==> src/rtl/id_ex_pipe_reg_if.sv <==
// Decode-to-EX bundle for id_ex_pipe_reg, including the hazard-unit stall/flush controls.
// Optional macro ID_EX_RS_FWD_EN adds the rs specifier (ID_instr_25_21 / EX_instr_25_21).
interface id_ex_pipe_reg_if #(
  parameter int DATA_W     = 32,
  parameter int REG_ADDR_W = 5,
  parameter int CNT_W      = 16
);
  logic                  stall;
  logic                  flush;
  logic                  ID_valid;
  logic [1:0]            ID_wb;
  logic [2:0]            ID_m;
  logic [3:0]            ID_ex;
  logic [DATA_W-1:0]     ID_pc_plus_4;
  logic [DATA_W-1:0]     ID_reg_data1;
  logic [DATA_W-1:0]     ID_reg_data2;
  logic [DATA_W-1:0]     ID_sign_ext_imm;
  logic [REG_ADDR_W-1:0] ID_instr_20_16;
  logic [REG_ADDR_W-1:0] ID_instr_15_11;

  logic                  EX_valid;
  logic [1:0]            EX_wb;
  logic [2:0]            EX_m;
  logic                  EX_reg_dst;
  logic [1:0]            EX_alu_op;
  logic                  EX_alu_src;
  logic [DATA_W-1:0]     EX_pc_plus_4;
  logic [DATA_W-1:0]     EX_reg_data1;
  logic [DATA_W-1:0]     EX_reg_data2;
  logic [DATA_W-1:0]     EX_sign_ext_imm;
  logic [REG_ADDR_W-1:0] EX_instr_20_16;
  logic [REG_ADDR_W-1:0] EX_instr_15_11;
  logic [CNT_W-1:0]      bubble_count;

`ifdef ID_EX_RS_FWD_EN
  logic [REG_ADDR_W-1:0] ID_instr_25_21;
  logic [REG_ADDR_W-1:0] EX_instr_25_21;

  modport master (
    output stall, flush, ID_valid, ID_wb, ID_m, ID_ex,
           ID_pc_plus_4, ID_reg_data1, ID_reg_data2, ID_sign_ext_imm,
           ID_instr_20_16, ID_instr_15_11, ID_instr_25_21,
    input  EX_valid, EX_wb, EX_m, EX_reg_dst, EX_alu_op, EX_alu_src,
           EX_pc_plus_4, EX_reg_data1, EX_reg_data2, EX_sign_ext_imm,
           EX_instr_20_16, EX_instr_15_11, EX_instr_25_21, bubble_count
  );

  modport slave (
    input  stall, flush, ID_valid, ID_wb, ID_m, ID_ex,
           ID_pc_plus_4, ID_reg_data1, ID_reg_data2, ID_sign_ext_imm,
           ID_instr_20_16, ID_instr_15_11, ID_instr_25_21,
    output EX_valid, EX_wb, EX_m, EX_reg_dst, EX_alu_op, EX_alu_src,
           EX_pc_plus_4, EX_reg_data1, EX_reg_data2, EX_sign_ext_imm,
           EX_instr_20_16, EX_instr_15_11, EX_instr_25_21, bubble_count
  );
`else
  modport master (
    output stall, flush, ID_valid, ID_wb, ID_m, ID_ex,
           ID_pc_plus_4, ID_reg_data1, ID_reg_data2, ID_sign_ext_imm,
           ID_instr_20_16, ID_instr_15_11,
    input  EX_valid, EX_wb, EX_m, EX_reg_dst, EX_alu_op, EX_alu_src,
           EX_pc_plus_4, EX_reg_data1, EX_reg_data2, EX_sign_ext_imm,
           EX_instr_20_16, EX_instr_15_11, bubble_count
  );

  modport slave (
    input  stall, flush, ID_valid, ID_wb, ID_m, ID_ex,
           ID_pc_plus_4, ID_reg_data1, ID_reg_data2, ID_sign_ext_imm,
           ID_instr_20_16, ID_instr_15_11,
    output EX_valid, EX_wb, EX_m, EX_reg_dst, EX_alu_op, EX_alu_src,
           EX_pc_plus_4, EX_reg_data1, EX_reg_data2, EX_sign_ext_imm,
           EX_instr_20_16, EX_instr_15_11, bubble_count
  );
`endif
endinterface

==> src/rtl/id_ex_pipe_reg.sv <==
// ID/EX pipeline register with valid, stall (hold), flush (bubble) and a saturating bubble counter.
// Optional macro ID_EX_RS_FWD_EN registers the rs specifier for the forwarding unit.
module id_ex_pipe_reg #(
  parameter int DATA_W     = 32,
  parameter int REG_ADDR_W = 5,
  parameter int CNT_W      = 16
) (
  input  logic             clk,
  input  logic             startin,
  id_ex_pipe_reg_if.slave  bus
);
  localparam logic [CNT_W-1:0] CNT_MAX = '1;

  logic                  valid_q;
  logic [1:0]            wb_q;
  logic [2:0]            m_q;
  logic [3:0]            ex_q;
  logic [DATA_W-1:0]     pc_plus_4_q;
  logic [DATA_W-1:0]     reg_data1_q;
  logic [DATA_W-1:0]     reg_data2_q;
  logic [DATA_W-1:0]     sign_ext_imm_q;
  logic [REG_ADDR_W-1:0] rt_q;
  logic [REG_ADDR_W-1:0] rd_q;
  logic [CNT_W-1:0]      bubble_cnt_q;
  logic [CNT_W-1:0]      bubble_cnt_inc;
`ifdef ID_EX_RS_FWD_EN
  logic [REG_ADDR_W-1:0] rs_q;
`endif

  assign bubble_cnt_inc = (bubble_cnt_q == CNT_MAX) ? bubble_cnt_q
                                                     : bubble_cnt_q + CNT_W'(1);

  // Control half: an invalid slot loads zero controls so downstream never sees a write from a bubble.
  always_ff @(posedge clk or posedge startin) begin
    if (startin) begin
      valid_q      <= 1'b0;
      wb_q         <= '0;
      m_q          <= '0;
      ex_q         <= '0;
      bubble_cnt_q <= '0;
    end else if (bus.flush) begin
      valid_q      <= 1'b0;
      wb_q         <= '0;
      m_q          <= '0;
      ex_q         <= '0;
      bubble_cnt_q <= bubble_cnt_inc;
    end else if (!bus.stall) begin
      valid_q <= bus.ID_valid;
      if (bus.ID_valid) begin
        wb_q <= bus.ID_wb;
        m_q  <= bus.ID_m;
        ex_q <= bus.ID_ex;
      end else begin
        wb_q         <= '0;
        m_q          <= '0;
        ex_q         <= '0;
        bubble_cnt_q <= bubble_cnt_inc;
      end
    end
  end

  // Datapath half: captured regardless of ID_valid, zeroed only by flush or reset.
  always_ff @(posedge clk or posedge startin) begin
    if (startin) begin
      pc_plus_4_q    <= '0;
      reg_data1_q    <= '0;
      reg_data2_q    <= '0;
      sign_ext_imm_q <= '0;
      rt_q           <= '0;
      rd_q           <= '0;
`ifdef ID_EX_RS_FWD_EN
      rs_q           <= '0;
`endif
    end else if (bus.flush) begin
      pc_plus_4_q    <= '0;
      reg_data1_q    <= '0;
      reg_data2_q    <= '0;
      sign_ext_imm_q <= '0;
      rt_q           <= '0;
      rd_q           <= '0;
`ifdef ID_EX_RS_FWD_EN
      rs_q           <= '0;
`endif
    end else if (!bus.stall) begin
      pc_plus_4_q    <= bus.ID_pc_plus_4;
      reg_data1_q    <= bus.ID_reg_data1;
      reg_data2_q    <= bus.ID_reg_data2;
      sign_ext_imm_q <= bus.ID_sign_ext_imm;
      rt_q           <= bus.ID_instr_20_16;
      rd_q           <= bus.ID_instr_15_11;
`ifdef ID_EX_RS_FWD_EN
      rs_q           <= bus.ID_instr_25_21;
`endif
    end
  end

  assign bus.EX_valid        = valid_q;
  assign bus.EX_wb           = wb_q;
  assign bus.EX_m            = m_q;
  assign bus.EX_reg_dst      = ex_q[3];
  assign bus.EX_alu_op       = ex_q[2:1];
  assign bus.EX_alu_src      = ex_q[0];
  assign bus.EX_pc_plus_4    = pc_plus_4_q;
  assign bus.EX_reg_data1    = reg_data1_q;
  assign bus.EX_reg_data2    = reg_data2_q;
  assign bus.EX_sign_ext_imm = sign_ext_imm_q;
  assign bus.EX_instr_20_16  = rt_q;
  assign bus.EX_instr_15_11  = rd_q;
  assign bus.bubble_count    = bubble_cnt_q;
`ifdef ID_EX_RS_FWD_EN
  assign bus.EX_instr_25_21  = rs_q;
`endif

endmodule

==> src/flat_wrapper.sv <==
// flat-port wrapper written by rule: the top's interface ports become plain ports
module id_ex_pipe_reg_flat 
#(
  parameter int DATA_W     = 32,
  parameter int REG_ADDR_W = 5,
  parameter int CNT_W      = 16
)
  (clk, startin, bus_stall, bus_flush, bus_ID_valid, bus_ID_wb, bus_ID_m, bus_ID_ex, bus_ID_pc_plus_4, bus_ID_reg_data1, bus_ID_reg_data2, bus_ID_sign_ext_imm, bus_ID_instr_20_16, bus_ID_instr_15_11, bus_EX_valid, bus_EX_wb, bus_EX_m, bus_EX_reg_dst, bus_EX_alu_op, bus_EX_alu_src, bus_EX_pc_plus_4, bus_EX_reg_data1, bus_EX_reg_data2, bus_EX_sign_ext_imm, bus_EX_instr_20_16, bus_EX_instr_15_11, bus_bubble_count);
  id_ex_pipe_reg_if #(.DATA_W(DATA_W), .REG_ADDR_W(REG_ADDR_W), .CNT_W(CNT_W)) bus_i ();
  input  logic clk;
  input  logic startin;
  input wire logic [$bits(bus_i.stall)-1:0] bus_stall;
  input wire logic [$bits(bus_i.flush)-1:0] bus_flush;
  input wire logic [$bits(bus_i.ID_valid)-1:0] bus_ID_valid;
  input wire logic [$bits(bus_i.ID_wb)-1:0] bus_ID_wb;
  input wire logic [$bits(bus_i.ID_m)-1:0] bus_ID_m;
  input wire logic [$bits(bus_i.ID_ex)-1:0] bus_ID_ex;
  input wire logic [$bits(bus_i.ID_pc_plus_4)-1:0] bus_ID_pc_plus_4;
  input wire logic [$bits(bus_i.ID_reg_data1)-1:0] bus_ID_reg_data1;
  input wire logic [$bits(bus_i.ID_reg_data2)-1:0] bus_ID_reg_data2;
  input wire logic [$bits(bus_i.ID_sign_ext_imm)-1:0] bus_ID_sign_ext_imm;
  input wire logic [$bits(bus_i.ID_instr_20_16)-1:0] bus_ID_instr_20_16;
  input wire logic [$bits(bus_i.ID_instr_15_11)-1:0] bus_ID_instr_15_11;
  output wire logic [$bits(bus_i.EX_valid)-1:0] bus_EX_valid;
  output wire logic [$bits(bus_i.EX_wb)-1:0] bus_EX_wb;
  output wire logic [$bits(bus_i.EX_m)-1:0] bus_EX_m;
  output wire logic [$bits(bus_i.EX_reg_dst)-1:0] bus_EX_reg_dst;
  output wire logic [$bits(bus_i.EX_alu_op)-1:0] bus_EX_alu_op;
  output wire logic [$bits(bus_i.EX_alu_src)-1:0] bus_EX_alu_src;
  output wire logic [$bits(bus_i.EX_pc_plus_4)-1:0] bus_EX_pc_plus_4;
  output wire logic [$bits(bus_i.EX_reg_data1)-1:0] bus_EX_reg_data1;
  output wire logic [$bits(bus_i.EX_reg_data2)-1:0] bus_EX_reg_data2;
  output wire logic [$bits(bus_i.EX_sign_ext_imm)-1:0] bus_EX_sign_ext_imm;
  output wire logic [$bits(bus_i.EX_instr_20_16)-1:0] bus_EX_instr_20_16;
  output wire logic [$bits(bus_i.EX_instr_15_11)-1:0] bus_EX_instr_15_11;
  output wire logic [$bits(bus_i.bubble_count)-1:0] bus_bubble_count;
  assign bus_i.stall = bus_stall;
  assign bus_i.flush = bus_flush;
  assign bus_i.ID_valid = bus_ID_valid;
  assign bus_i.ID_wb = bus_ID_wb;
  assign bus_i.ID_m = bus_ID_m;
  assign bus_i.ID_ex = bus_ID_ex;
  assign bus_i.ID_pc_plus_4 = bus_ID_pc_plus_4;
  assign bus_i.ID_reg_data1 = bus_ID_reg_data1;
  assign bus_i.ID_reg_data2 = bus_ID_reg_data2;
  assign bus_i.ID_sign_ext_imm = bus_ID_sign_ext_imm;
  assign bus_i.ID_instr_20_16 = bus_ID_instr_20_16;
  assign bus_i.ID_instr_15_11 = bus_ID_instr_15_11;
  assign bus_EX_valid = bus_i.EX_valid;
  assign bus_EX_wb = bus_i.EX_wb;
  assign bus_EX_m = bus_i.EX_m;
  assign bus_EX_reg_dst = bus_i.EX_reg_dst;
  assign bus_EX_alu_op = bus_i.EX_alu_op;
  assign bus_EX_alu_src = bus_i.EX_alu_src;
  assign bus_EX_pc_plus_4 = bus_i.EX_pc_plus_4;
  assign bus_EX_reg_data1 = bus_i.EX_reg_data1;
  assign bus_EX_reg_data2 = bus_i.EX_reg_data2;
  assign bus_EX_sign_ext_imm = bus_i.EX_sign_ext_imm;
  assign bus_EX_instr_20_16 = bus_i.EX_instr_20_16;
  assign bus_EX_instr_15_11 = bus_i.EX_instr_15_11;
  assign bus_bubble_count = bus_i.bubble_count;
  id_ex_pipe_reg #(.DATA_W(DATA_W), .REG_ADDR_W(REG_ADDR_W), .CNT_W(CNT_W)) u_core (.clk(clk), .startin(startin), .bus(bus_i));
endmodule
==> config.mk <==
export PLATFORM = sky130hd
export DESIGN_NAME = id_ex_pipe_reg_flat
export DESIGN_NICKNAME = d
export VERILOG_FILES = /design/src/rtl/id_ex_pipe_reg_if.sv /design/src/rtl/id_ex_pipe_reg.sv /design/src/flat_wrapper.sv
export SDC_FILE = /design/constraint.sdc
export NUM_CORES = 1
export LEC_CHECK = 0
export ABC_AREA = 0
export ABC_CLOCK_PERIOD_IN_PS = 6300
export CAP_MARGIN = 5
export CORE_AREA = 2 2 215 111
export DETAILED_ROUTE_END_ITERATION = 10
export DIE_AREA = 0 0 217 113
export DONT_BUFFER_PORTS = 1
export PLACE_DENSITY = 0.52
export SETUP_SLACK_MARGIN = 0.1
export SLEW_MARGIN = 10
export SYNTH_ARGS = -nofsm -noshare
export SYNTH_HDL_FRONTEND = slang
export SYNTH_SLANG_ARGS = --single-unit
==> constraint.sdc <==
create_clock -name clk -period 6.3 [get_ports clk]
set_input_delay 0.945 -clock clk [delete_from_list [all_inputs] [get_ports clk]]
set_output_delay 0.945 -clock clk [all_outputs]
set_load 0.03 [all_outputs]
## Word level (Yosys, flattened, before mapping)

Cells that the tools add are included.

| cells by class | value |
|---|---|
| equal/unequal tests | 3 |
| $add $sub $neg | 1 |
| reduce and logical (&&, ||, !) cells | 1 |
| mux-type cells | 27 |

Operators with widths:

| cell | number |
|---|---|
| two-way mux 32 bit | 8 |
| two-way mux 16 bit | 4 |
| two-way mux 5 bit | 4 |
| adder 16 x 1 -> 16 bit (second input constant) | 1 |
| == test 16 bit (second input constant) | 1 |
| two-way mux 4 bit | 3 |
| two-way mux 3 bit | 3 |
| two-way mux 2 bit | 3 |
| two-way mux 1 bit | 2 |
| != test 2 x 1 -> 1 bit (second input constant) | 1 |
| != test 2 bit (second input constant) | 1 |
| AND reduction 2 bit | 1 |

| storage, ports and cells | value |
|---|---|
| flip-flop bits (word level) | 164 |
| bits of input ports | 152 |
| output and inout bits | 164 |
| word-level logic and storage cells | 43 |

## Logic depth before layout (Yosys ltp)

| depth | value |
|---|---|
| word-level depth | 5 |
| gate-level depth with buffers | 5 |
| depth with buffers taken out | 5 |

## Least setup slack after synthesis

OpenSTA, ideal clock, no wires.

| path | value |
|---|---|
| path kind | input -> register |
| from | input bus_ID_valid |
| to | register u_core.bubble_cnt_q[7] (netlist: u_core.bus.bubble_count[7]) |
| setup time | 0.080 ns |
| required time | 6.220 ns |
| arrival | 1.925 ns |
| setup slack | 4.294 ns |
| stages | 5 |
| buffers on the path | 1 |
| cell sequence | clkbuf_2 -> o21bai_4 -> nand3_4 -> nor4b_1 -> xor2_1 |

| on the way | value |
|---|---|
| cells in the longest elaborated chain, start to end | 2 |

Ends and longest elaborated chain:

| what | RTL line | source |
|---|---|---|
| from (decl) | flat_wrapper.sv:14 | `input wire logic [$bits(bus_i.ID_valid)-1:0] bus_ID_valid;` |
| != test 2 bit (no source line) | n/a |  |
| AND reduction 2 bit (no source line) | n/a |  |
| to (signal assigned) | id_ex_pipe_reg.sv:46 | `bubble_cnt_q <= bubble_cnt_inc;` |
| to (signal assigned) | id_ex_pipe_reg.sv:57 | `bubble_cnt_q <= bubble_cnt_inc;` |
| to (decl) | id_ex_pipe_reg.sv:24 | `logic [CNT_W-1:0] bubble_cnt_q;` |

Every way passes these cells.
A chain may end at the register's enable or synchronous reset.

## Worst setup path after layout

| path | value |
|---|---|
| from | register u_core.bubble_cnt_q[11] (netlist: u_core.bus.bubble_count[11]) |
| to | output bus_bubble_count[11] |

RTL lines:

| what | RTL line | source |
|---|---|---|
| to (decl) | flat_wrapper.sv:36 | `output wire logic [$bits(bus_i.bubble_count)-1:0] bus_bubble_count;` |

No word-level cell between the ends.

==> impl_metrics.csv <==
group,metric,value,unit
sta,rsz0062_at_grt,"no",
clock_network,post_cts_resized,0,
placed_design,preCtsSetupSlack,3.78,ns
sta,fin_crit,2.04,ns
cells_and_area,final_area,7550,um2
clock_network,cts_root_buf,"clkbuf_16",
synthesis,syn_avg_cell_area,11.9,um2
synthesis,synth-adder-area-share,0.186,%
clock_network,clkLatencyLatePin,0.43,ns
floorplanning,start_util,29.8,%
synthesis,synthCells,564,
route,drt_iter0_drc,203,
min_path,hp-class,"in2async",
route,avgViaCountPerCell,4.61,
floorplanning,rows,39,
clock_network,htree_levels,4,
clock_network,hold_buffers,0,
sta,fin_skew,0.00468,ns
sta,setup_viol,0,
placed_design,gp_congestion,0.766,
critical_path,endpoint,"bus_bubble_count[11]",
cells_and_area,nNetsFinal,702,
sta,fin_tns_setup,0,ns
sta,hold_viol_final,0,
placed_design,dp_hpwl,11.0,mm
cells_and_area,layout-drive-gt1-share,6.76,%
critical_path,regToRegSetupSlack,4.36,ns
route,ant_nets,0,
placed_design,placed_area,6970,um2
placed_design,dp.cells,837,
status,status,"finished clean",
cells_and_area,final_cell_count_no_fill,870,
sta,slew_headroom,42.4,%
critical_path,critPathMaxFanout,6,
synthesis,netlist.top_cell.by_area,"dfrtp_1",
floorplanning,io_pins,316,
synthesis,synth_area,6720,um2
job,drv_cap,0,
grt,grt_pass1_vias,4127,
critical_path,r2r-start,"u_core.bus.bubble_count[0]",
floorplanning,coreArea,22500,um2
critical_path,crit_path_end_kind,"output pin",
synthesis,synthMuxAreaShare,20.8,%
pwr,p_per_area,343,nW/um2
placed_design,port-buffer-count,0,
critical_path,cp.arrival,1.09,ns
sta,holdWs,0.559,ns
clock_network,post-cts-setup-buffers,0,
synthesis,synth_fp_nets,717,
grt,grt_overflow_total,0,
synthesis,yosys_warnings,0,
sta,worst_pin_slew,0.865,ns
synthesis,synth_top_cells_by_area,"dfrtp_1 (61%), mux2i_1 (21%), nor2_1 (8.7%), xor2_1 (1.7%), buf_2 (1.0%)",
pwr,p_comb_share,6.6,%
route,drc,0,
floorplanning,die_h,113,um
critical_path,critPathRequiredTime,5.35,ns
cells_and_area,area_growth,12.3,%
route,routedWlPerCell,18.4,um
clock_network,clockBufferDepth,2,
synthesis,synthXorXnorAreaFrac,1.69,%
grt,track_usage,13.1,%
pwr,leakagePower,3.75,nW
synthesis,synth_top_area_share,61.1,%
grt,antenna_found_initial,1,
pwr,p_int,0.00183,W
sta,layout_setup_ws,4.26,ns
clock_network,cts_tree,"built",
sta,slew_viol_final,0,
critical_path,cp.depth,0,
route,vias,4013,
clock_network,numCtsBuffers,17,
critical_path,rr_worst_depth,5,
synthesis,synth_seq_cells,164,
synthesis,synthDistinctLibCells,30,
critical_path,critPathLaunch,"u_core.bus.bubble_count[11]",
pwr,clockPowerShare,39.6,%
floorplanning,die-area,24500,um2
grt,grt_pass1_wl,24.4,mm
sta,post-route-period-util,32.3,%
critical_path,critical_path_class,"reg2out",
route,drt_wl_total,16.0,mm
grt,grt_max_degree,157,
synthesis,synth-compound-area-share,1.47,%
critical_path,worstSetupStartpointType,"flip-flop",
clock_network,clock_sinks,164,
sta,clock.fmax,491,MHz
synthesis,synth-simple-area-share,12.5,%
pwr,swShare,29.3,%
pwr,p_switching,0.000758,W
floorplanning,die_width,217,um
synthesis,yosysSeqAreaShare,61.1,%
synthesis,synth_top_family_by_area,"multiplexers",
critical_path,regToRegEndpoint,"u_core.bus.bubble_count[1]",
clock_network,clk_pin_slew,0.06,ns
pwr,irDropWorstVdd,0.129,mV
route,drtPass1Iterations,4,
pwr,seqPwrFrac,53.8,%
[kinds of logic (layout without fill, tap and decap cells)]
group,after synthesis,after routing
mux,139,139
buf+inv,37,35
simple gates,195,195
flops,164,164
fa+ha+maj,1,1
compound gates,15,15
other cells,0,1
xor+xnor,13,13
[power by group through the flow]
stage	Clock (W)	Combinational [W]	Sequential (W)
2_1_floorplan	0	0.000186	0.00138
3_3_place_gp	0	0.000170	0.00141
3_5_place_dp	0	0.000176	0.00142
4_1_cts	0.00106	0.000176	0.00140
5_1_grt	0.00110	0.000199	0.00140
6_report	0.00103	0.000172	0.00139
[cell usage in the layout, fill, tap and decap left out, types with 4 or more instances in the layout]
master     Yosys  layout
nor2_1       156     156
nor4_1         5       5
nand2_1       12      12
mux2i_1      138     138
xor2_1        13      13
clkbuf_16      0      17
dfrtp_1      164     164
clkinv_2       0       6
nand4_1        4       4
a21oi_1        9       9
nor3_1         6       6
[flip-flops by register name, summed over array words and instances (netlist names)]
signal                      count
u_core.bus.EX_valid             1
u_core.bus.EX_wb                2
u_core.bus.EX_instr_15_11       5
u_core.ex_q                     4
u_core.bus.EX_reg_data1        32
u_core.bus.EX_instr_20_16       5
u_core.bus.EX_sign_ext_imm     32
u_core.bus.EX_pc_plus_4        32
u_core.bus.EX_m                 3
u_core.bus.bubble_count        16
u_core.bus.EX_reg_data2        32
[per-stage QoR]
step                      utilization, %  total power (W)
final                               33.5          0.00259
after global routing                33.5          0.00270
after CTS                           33.5          0.00263
after detailed placement            30.9          0.00159
after global placement              30.9          0.00158
after floorplan                        -          0.00156
[cells in the mapped netlist, drive strengths merged]
cell / instances
dfrtp: 164
nor2: 157
mux2i: 138
buf: 19
clkbuf: 16
xor2: 13
nand2: 12
a21oi: 9
nor3: 6
nor4: 6
nand4: 5
a22oi: 3
nand3: 3
a31oi: 2
inv: 2
and3: 1
and4: 1
ha: 1
mux2: 1
nand2b: 1
nor2b: 1
nor3b: 1
nor4b: 1
o21bai: 1
[final cells by class]
type	instances	area (um2)
clock buffer	22	474
tap	307	384
fill	2297	15000
antenna	1	2.50
inverter	2	12.5
clock inverter	10	105
multi-input combinational	363	2460
timing repair buffer	1	7.51
sequential	164	4100
[how the worst min path moves through the flow]
stage                     cells after the start                     endpoint
after floorplan                               1   u_core.bus.bubble_count[7]
after global placement                        1   u_core.bus.bubble_count[7]
after detailed placement                      1   u_core.bus.bubble_count[7]
after CTS                                     1   u_core.bus.EX_pc_plus_4[3]
after global routing                          1  u_core.bus.EX_reg_data1[22]
final                                         1   u_core.bus.EX_reg_data2[6]
[routing by layer]
layer	wire length, um	global-route usage (%)	vias to the layer above
met5	0	0	-
met4	273	5.66	0
met3	755	4.17	17
met2	8540	22.4	92
met1	6450	15.3	2046
li1	-	-	1858
(Power assumes the default switching activity.)
